**src/rtl/dac_spi_tx.sv**
```systemverilog
// dac_spi_tx: buffers 16-bit samples in a small FIFO and sends each one as a 24-bit
// SPI mode-0 frame {CMD_BYTE, data}. Define OFFSET_BINARY_EN to send offset binary.
module dac_spi_tx #(
  parameter int         CLK_DIV  = 2,
  parameter logic [7:0] CMD_BYTE = 8'h30,
  parameter int         FIFO_AW  = 2
) (
  input  logic               clk,
  input  logic               rst,
  input  logic signed [15:0] sample_in,
  input  logic               sample_valid,
  output logic               dac_sclk,
  output logic               dac_cs_n,
  output logic               dac_mosi,
  output logic               busy,
  output logic               overflow,
  output logic [FIFO_AW:0]   fifo_level
);

  localparam int DEPTH = 1 << FIFO_AW;
  localparam int DIV_W = (CLK_DIV > 1) ? $clog2(CLK_DIV) : 1;
  localparam logic [DIV_W-1:0] DIV_LAST = DIV_W'(CLK_DIV - 1);
  localparam logic [FIFO_AW:0] LVL_FULL = (FIFO_AW + 1)'(DEPTH);

  typedef enum logic [1:0] {
    S_IDLE  = 2'd0,
    S_SHIFT = 2'd1,
    S_GAP   = 2'd2
  } state_t;

  function automatic logic [15:0] fmt_sample(input logic signed [15:0] s);
`ifdef OFFSET_BINARY_EN
    return {~s[15], s[14:0]};
`else
    return s[15:0];
`endif
  endfunction

  logic signed [15:0] r_mem [DEPTH];
  logic [FIFO_AW-1:0] r_wptr;
  logic [FIFO_AW-1:0] r_rptr;
  logic [FIFO_AW:0]   r_count;
  logic               r_ovf;

  state_t           r_state, w_state_nxt;
  logic [23:0]      r_shreg, w_shreg_nxt;
  logic [DIV_W-1:0] r_div, w_div_nxt;
  logic [4:0]       r_bit, w_bit_nxt;
  logic             r_gap, w_gap_nxt;
  logic             r_sclk, w_sclk_nxt;
  logic             r_cs_n, w_cs_n_nxt;
  logic             r_mosi, w_mosi_nxt;
  logic             r_busy, w_busy_nxt;

  logic w_pop;
  logic w_full;
  logic w_push;
  logic w_drop;

  // A pop frees a slot in the same cycle, so a full FIFO still accepts a write then.
  assign w_pop  = (r_state == S_IDLE) && (r_count != '0);
  assign w_full = (r_count == LVL_FULL);
  assign w_push = sample_valid && (!w_full || w_pop);
  assign w_drop = sample_valid && w_full && !w_pop;

  always_ff @(posedge clk) begin
    if (w_push) begin
      r_mem[r_wptr] <= sample_in;
    end
  end

  always_ff @(posedge clk) begin
    if (!rst) begin
      r_wptr  <= '0;
      r_rptr  <= '0;
      r_count <= '0;
      r_ovf   <= 1'b0;
    end else begin
      if (w_push) begin
        r_wptr <= r_wptr + 1'b1;
      end
      if (w_pop) begin
        r_rptr <= r_rptr + 1'b1;
      end
      case ({w_push, w_pop})
        2'b10:   r_count <= r_count + 1'b1;
        2'b01:   r_count <= r_count - 1'b1;
        default: r_count <= r_count;
      endcase
      if (w_drop) begin
        r_ovf <= 1'b1;
      end
    end
  end

  always_ff @(posedge clk) begin
    if (!rst) begin
      r_state <= S_IDLE;
      r_sclk  <= 1'b0;
      r_cs_n  <= 1'b1;
      r_mosi  <= 1'b0;
      r_busy  <= 1'b0;
    end else begin
      r_state <= w_state_nxt;
      r_sclk  <= w_sclk_nxt;
      r_cs_n  <= w_cs_n_nxt;
      r_mosi  <= w_mosi_nxt;
      r_busy  <= w_busy_nxt;
    end
  end

  // Frame datapath: loaded on every pop before use, so no reset needed.
  always_ff @(posedge clk) begin
    r_shreg <= w_shreg_nxt;
    r_div   <= w_div_nxt;
    r_bit   <= w_bit_nxt;
    r_gap   <= w_gap_nxt;
  end

  always_comb begin
    w_state_nxt = r_state;
    w_shreg_nxt = r_shreg;
    w_div_nxt   = r_div;
    w_bit_nxt   = r_bit;
    w_gap_nxt   = r_gap;
    w_sclk_nxt  = r_sclk;
    w_cs_n_nxt  = r_cs_n;
    w_mosi_nxt  = r_mosi;
    case (r_state)
      S_IDLE: begin
        if (w_pop) begin
          w_state_nxt = S_SHIFT;
          w_shreg_nxt = {CMD_BYTE, fmt_sample(r_mem[r_rptr])};
          w_mosi_nxt  = CMD_BYTE[7];
          w_cs_n_nxt  = 1'b0;
          w_sclk_nxt  = 1'b0;
          w_div_nxt   = '0;
          w_bit_nxt   = '0;
        end
      end
      S_SHIFT: begin
        if (r_div == DIV_LAST) begin
          w_div_nxt = '0;
          if (!r_sclk) begin
            w_sclk_nxt = 1'b1;
          end else if (r_bit == 5'd23) begin
            w_state_nxt = S_GAP;
            w_cs_n_nxt  = 1'b1;
            w_sclk_nxt  = 1'b0;
            w_mosi_nxt  = 1'b0;
            w_gap_nxt   = 1'b0;
          end else begin
            // Falling edge: present the next bit, MSB first.
            w_sclk_nxt = 1'b0;
            w_bit_nxt  = r_bit + 1'b1;
            w_mosi_nxt = r_shreg[5'd22 - r_bit];
          end
        end else begin
          w_div_nxt = r_div + 1'b1;
        end
      end
      S_GAP: begin
        if (r_gap) begin
          w_state_nxt = S_IDLE;
        end else begin
          w_gap_nxt = 1'b1;
        end
      end
      default: begin
        w_state_nxt = S_IDLE;
        w_cs_n_nxt  = 1'b1;
        w_sclk_nxt  = 1'b0;
        w_mosi_nxt  = 1'b0;
      end
    endcase
    w_busy_nxt = (w_state_nxt != S_IDLE);
  end

  assign dac_sclk   = r_sclk;
  assign dac_cs_n   = r_cs_n;
  assign dac_mosi   = r_mosi;
  assign busy       = r_busy;
  assign overflow   = r_ovf;
  assign fifo_level = r_count;

endmodule

```
**config.mk**
```make
export PLATFORM = sky130hd
export DESIGN_NAME = dac_spi_tx
export DESIGN_NICKNAME = d
export VERILOG_FILES = /design/src/rtl/dac_spi_tx.sv
export SDC_FILE = /design/constraint.sdc
export NUM_CORES = 1
export LEC_CHECK = 0
export ABC_CLOCK_PERIOD_IN_PS = 2600
export CORE_ASPECT_RATIO = 2
export CORE_MARGIN = 2
export CORE_UTILIZATION = 39
export DETAILED_ROUTE_END_ITERATION = 10
export PLACE_DENSITY = 0.71
export RECOVER_POWER = 100
export REMOVE_ABC_BUFFERS = 1
export SETUP_SLACK_MARGIN = 0.1
export SLEW_MARGIN = 20
export SYNTH_ARGS = -nofsm -noshare
export SYNTH_HDL_FRONTEND = slang
export SYNTH_SLANG_ARGS = --single-unit
```
**constraint.sdc**
```tcl
create_clock -name clk -period 2.6 [get_ports clk]
set_clock_uncertainty 0.2 [all_clocks]
set_input_delay 0.26 -clock clk [delete_from_list [all_inputs] [get_ports clk]]
set_output_delay 0.26 -clock clk [all_outputs]
set_load 0.005 [all_outputs]
```
==> impl_metrics.py <==
metrics = {
    "logic_synthesis": {
        "syn_area_per_cell_sq_um": 16.9,
        "syn_inst": 245,
        "ys_types": 42,
        "yosys_warnings": 0,
        "ys_seq_area_frac": 0.697,
        "synth_top_flop_cell": "edfxtp_1",
        "synth_edf_count": 87,
        "synth_area_sq_mm": 0.00415,
        "synthArstFlopShare": 0,
        "ys_seq_elements": 101,
    },
    "clock_network": {
        "cts_buffers": 9,
        "cts.clk_slew.worst_paths_ns": 0.07,
        "cts_max_level": 3,
        "clk_latency_ns": 0.34,
        "cts_tree": "done",
        "clock_sinks": 101,
        "ctsHoldBuffers": 0,
        "root_buffer": "clkbuf_16",
        "cts_max_path_buffers": 2,
    },
    "layout": {
        "multi_input_area_sq_mm": 0.00115,
        "seqCellArea_sq_mm": 0.00289,
        "insertedDiodeCount": 0,
        "nNetsFinal": 309,
        "drive_gt1_frac": 0.157,
        "fin_util": 0.468,
        "area_growth_pct": 17.4,
        "fillers": 901,
    },
    "setup_path": {
        "arrival_ns": 2.48,
        "r2r_cells": 8,
        "critPathMostFrequentCell": "nor3_1",
        "worst-path-buf-inv": 1,
        "crit_required_ns": 2.67,
        "reg2reg_from": "fifo_level[0]",
        "startpoint_type": "flip-flop",
        "path_delay_family": "simple AND/OR/NAND/NOR gates",
        "endpoint_kind": "flip-flop",
        "cp_max_fo": 4,
        "path_cells": "nor3_1 -> nor3_1 -> ha_1 -> inv_1 -> fa_1 -> xor2_1 -> or3_1 -> a21boi_0",
        "critPathSlowestCell": "dfxtp_1",
        "criticalPathCategory": "flip-flop to flip-flop",
        "setup.worst_path.start": "fifo_level[0]",
        "r2r_slack_ns": 0.19,
        "timing.rr.end": "fifo_level[2]",
        "cpPeakStageDelay_ns": 0.40,
    },
    "grt": {
        "antenna_found_initial": 0,
        "grt_max_degree": 20,
        "grt_pass1_wl_um": 11100,
        "grt_pass1_vias": 2228,
        "grt_usage": 0.130,
        "overflow": 0,
    },
    "floorplan": {
        "die_w_um": 76.9,
        "ios": 27,
        "initial_utilization": 0.399,
        "rows": 53,
        "die_h_um": 150,
        "die_area_sq_mm": 0.0115,
        "core_area_sq_mm": 0.0104,
    },
    "timing": {
        "period_minus_slack_ns": 2.41,
        "hold_viol": 0,
        "final.period_utilization": 0.928,
        "setup_viol": 0,
        "tightestPinTransition_ns": 0.876,
        "fmax_ghz": 0.414,
        "rsz0062_at_grt": "false",
        "max-slew-margin-rel": 0.416,
        "slew_violations": 0,
        "setup_tns_ns": 0,
    },
    "drt": {
        "routed_wl_um": 6740,
        "drt_iter0_markers": 92,
        "vias": 2143,
        "viasPerCell": 5.05,
        "drcViolationCount": 0,
        "dr.pass1.iters": 4,
        "wl_per_cell_um": 15.9,
        "ant_nets": 0,
    },
    "status": {
        "status": "finished clean",
    },
    "min_path": {
        "min-delay-start": "overflow",
        "min_path_type": "flip-flop to flip-flop",
        "min_delay_path_depth": 1,
        "holdPathEnd": "overflow",
    },
    "flow_run": {
        "maxCapViolCount": 0,
    },
    "power_and_ir_drop": {
        "powerDensity_mw_per_mm2": 1030,
        "vdd_drop_max_uv": 551,
        "power_leakage_uw": 0.00167,
    },
    "placement": {
        "dp_hpwl_um": 4580,
        "portBuffers": 26,
        "gp_congestion": 0.773,
    },
}
[registers in the layout, summed over array words and instances, names as in the netlist]
signal	flops
r_state	2
r_gap	1
dac_sclk	1
r_mem	64
fifo_level	3
dac_mosi	1
r_bit	5
r_rptr	2
r_shreg	16
r_wptr	2
dac_cs_n	1
busy	1
r_div	1
overflow	1
[timing repair]
item,4_1_cts,5_1_grt
setup buffers,0,1
setup endpoints to repair,0,1
gates resized for setup,0,3
[placed cells by master, fill, tap and decap left out, drive strengths merged, types with 2 or more instances in the layout]
cell type / count
nand2: 10
a21boi: 2
a21oi: 2
dlygate4sd3: 24
nand2b: 5
and3: 6
and2: 8
nor2: 14
buf: 3
mux4: 20
nor2b: 4
dfxtp: 14
nand4b: 2
nor3: 3
inv: 13
o21ai: 10
clkinv: 3
nand4: 2
edfxtp: 87
xnor2: 7
mux2i: 2
xor2: 4
clkbuf: 18
clkdlybuf4s50: 2
ha: 7
o21a: 4
[routing by layer]
metal  track usage  wire (um)
met5             0          0
met4        0.0764        173
met3        0.0229        143
met2         0.252       4040
met1         0.125       2390
[stage by stage]
stage | instances | hold WS, ns | worst slack [ns] | area (sq um) | power (uW)
detailed placement | 407 | 0.259 | 0.0803 | 4610 | 3830
CTS | 423 | 0.277 | 0.128 | 4900 | 5100
global route | 424 | 0.285 | 0.0761 | 4870 | 5290
finish | 424 | 0.265 | 0.186 | 4870 | 4990
floorplan | 233 | 0.140 | 0.198 | 4090 | 3340
global placement | 407 | 0.245 | 0.152 | 4610 | 3780
[final cells by class]
| class | instances | area share |
|---|---|---|
| Inverter | 10 | 0.00770 |
| Sequential cell | 101 | 0.594 |
| Timing Repair Buffer | 38 | 0.0663 |
| Multi-Input combinational cell | 122 | 0.237 |
| Clock buffer | 9 | 0.0462 |
| Clock inverter | 7 | 0.0139 |
| Tap cell | 137 | 0.0352 |
[where the power goes]
group | leakage [uW] | internal [uW] | total [uW] | switching, uW
combinational | 0.000607 | 675 | 1390 | 710
sequential | 0.000925 | 2170 | 2340 | 169
clock | 0.000142 | 673 | 1270 | 601
[cell usage after synthesis, drive strengths merged (2+ instances only)]
cell type / instances / area [sq um]
edfxtp: 87 / 2610
mux4: 20 / 465
dfxtp: 14 / 280
nor2: 14 / 52.6
inv: 10 / 37.5
nand2: 10 / 37.5
o21ai: 10 / 53.8
and2: 8 / 50.1
buf: 8 / 46.3
ha: 7 / 87.6
xnor2: 7 / 61.3
and3: 6 / 37.5
nand2b: 5 / 31.3
clkbuf: 4 / 15.0
nor2b: 4 / 25.0
o21a: 4 / 30.0
xor2: 4 / 42.6
nor3: 3 / 20.0
a21boi: 2 / 15.0
a21oi: 2 / 10.0
mux2i: 2 / 20.0
nand4: 2 / 12.5
nand4b: 2 / 17.5
[worst max-delay path by stage]
| stage | end | cells past startpoint | slack (ns) |
|---|---|---|---|
| floorplan | fifo_level[2] | 9 | 0.20 |
| global placement | fifo_level[2] | 9 | 0.15 |
| detailed placement | fifo_level[2] | 9 | 0.08 |
| CTS | fifo_level[2] | 8 | 0.13 |
| global route | fifo_level[2] | 8 | 0.08 |
| finish | fifo_level[2] | 8 | 0.19 |
[cell families after synthesis]
| logic type | count (synthesis) | synth area share |
|---|---|---|
| muxes | 22 | 0.117 |
| xor gates and xnor gates | 11 | 0.0250 |
| DFF | 101 | 0.697 |
| buffers and inverters | 22 | 0.0238 |
| AOI/OAI and AO/OA | 24 | 0.0377 |
| and+or+nand+nor | 57 | 0.0733 |
| adders and majority gates | 8 | 0.0259 |
Power figures use the tool's default switching activity.
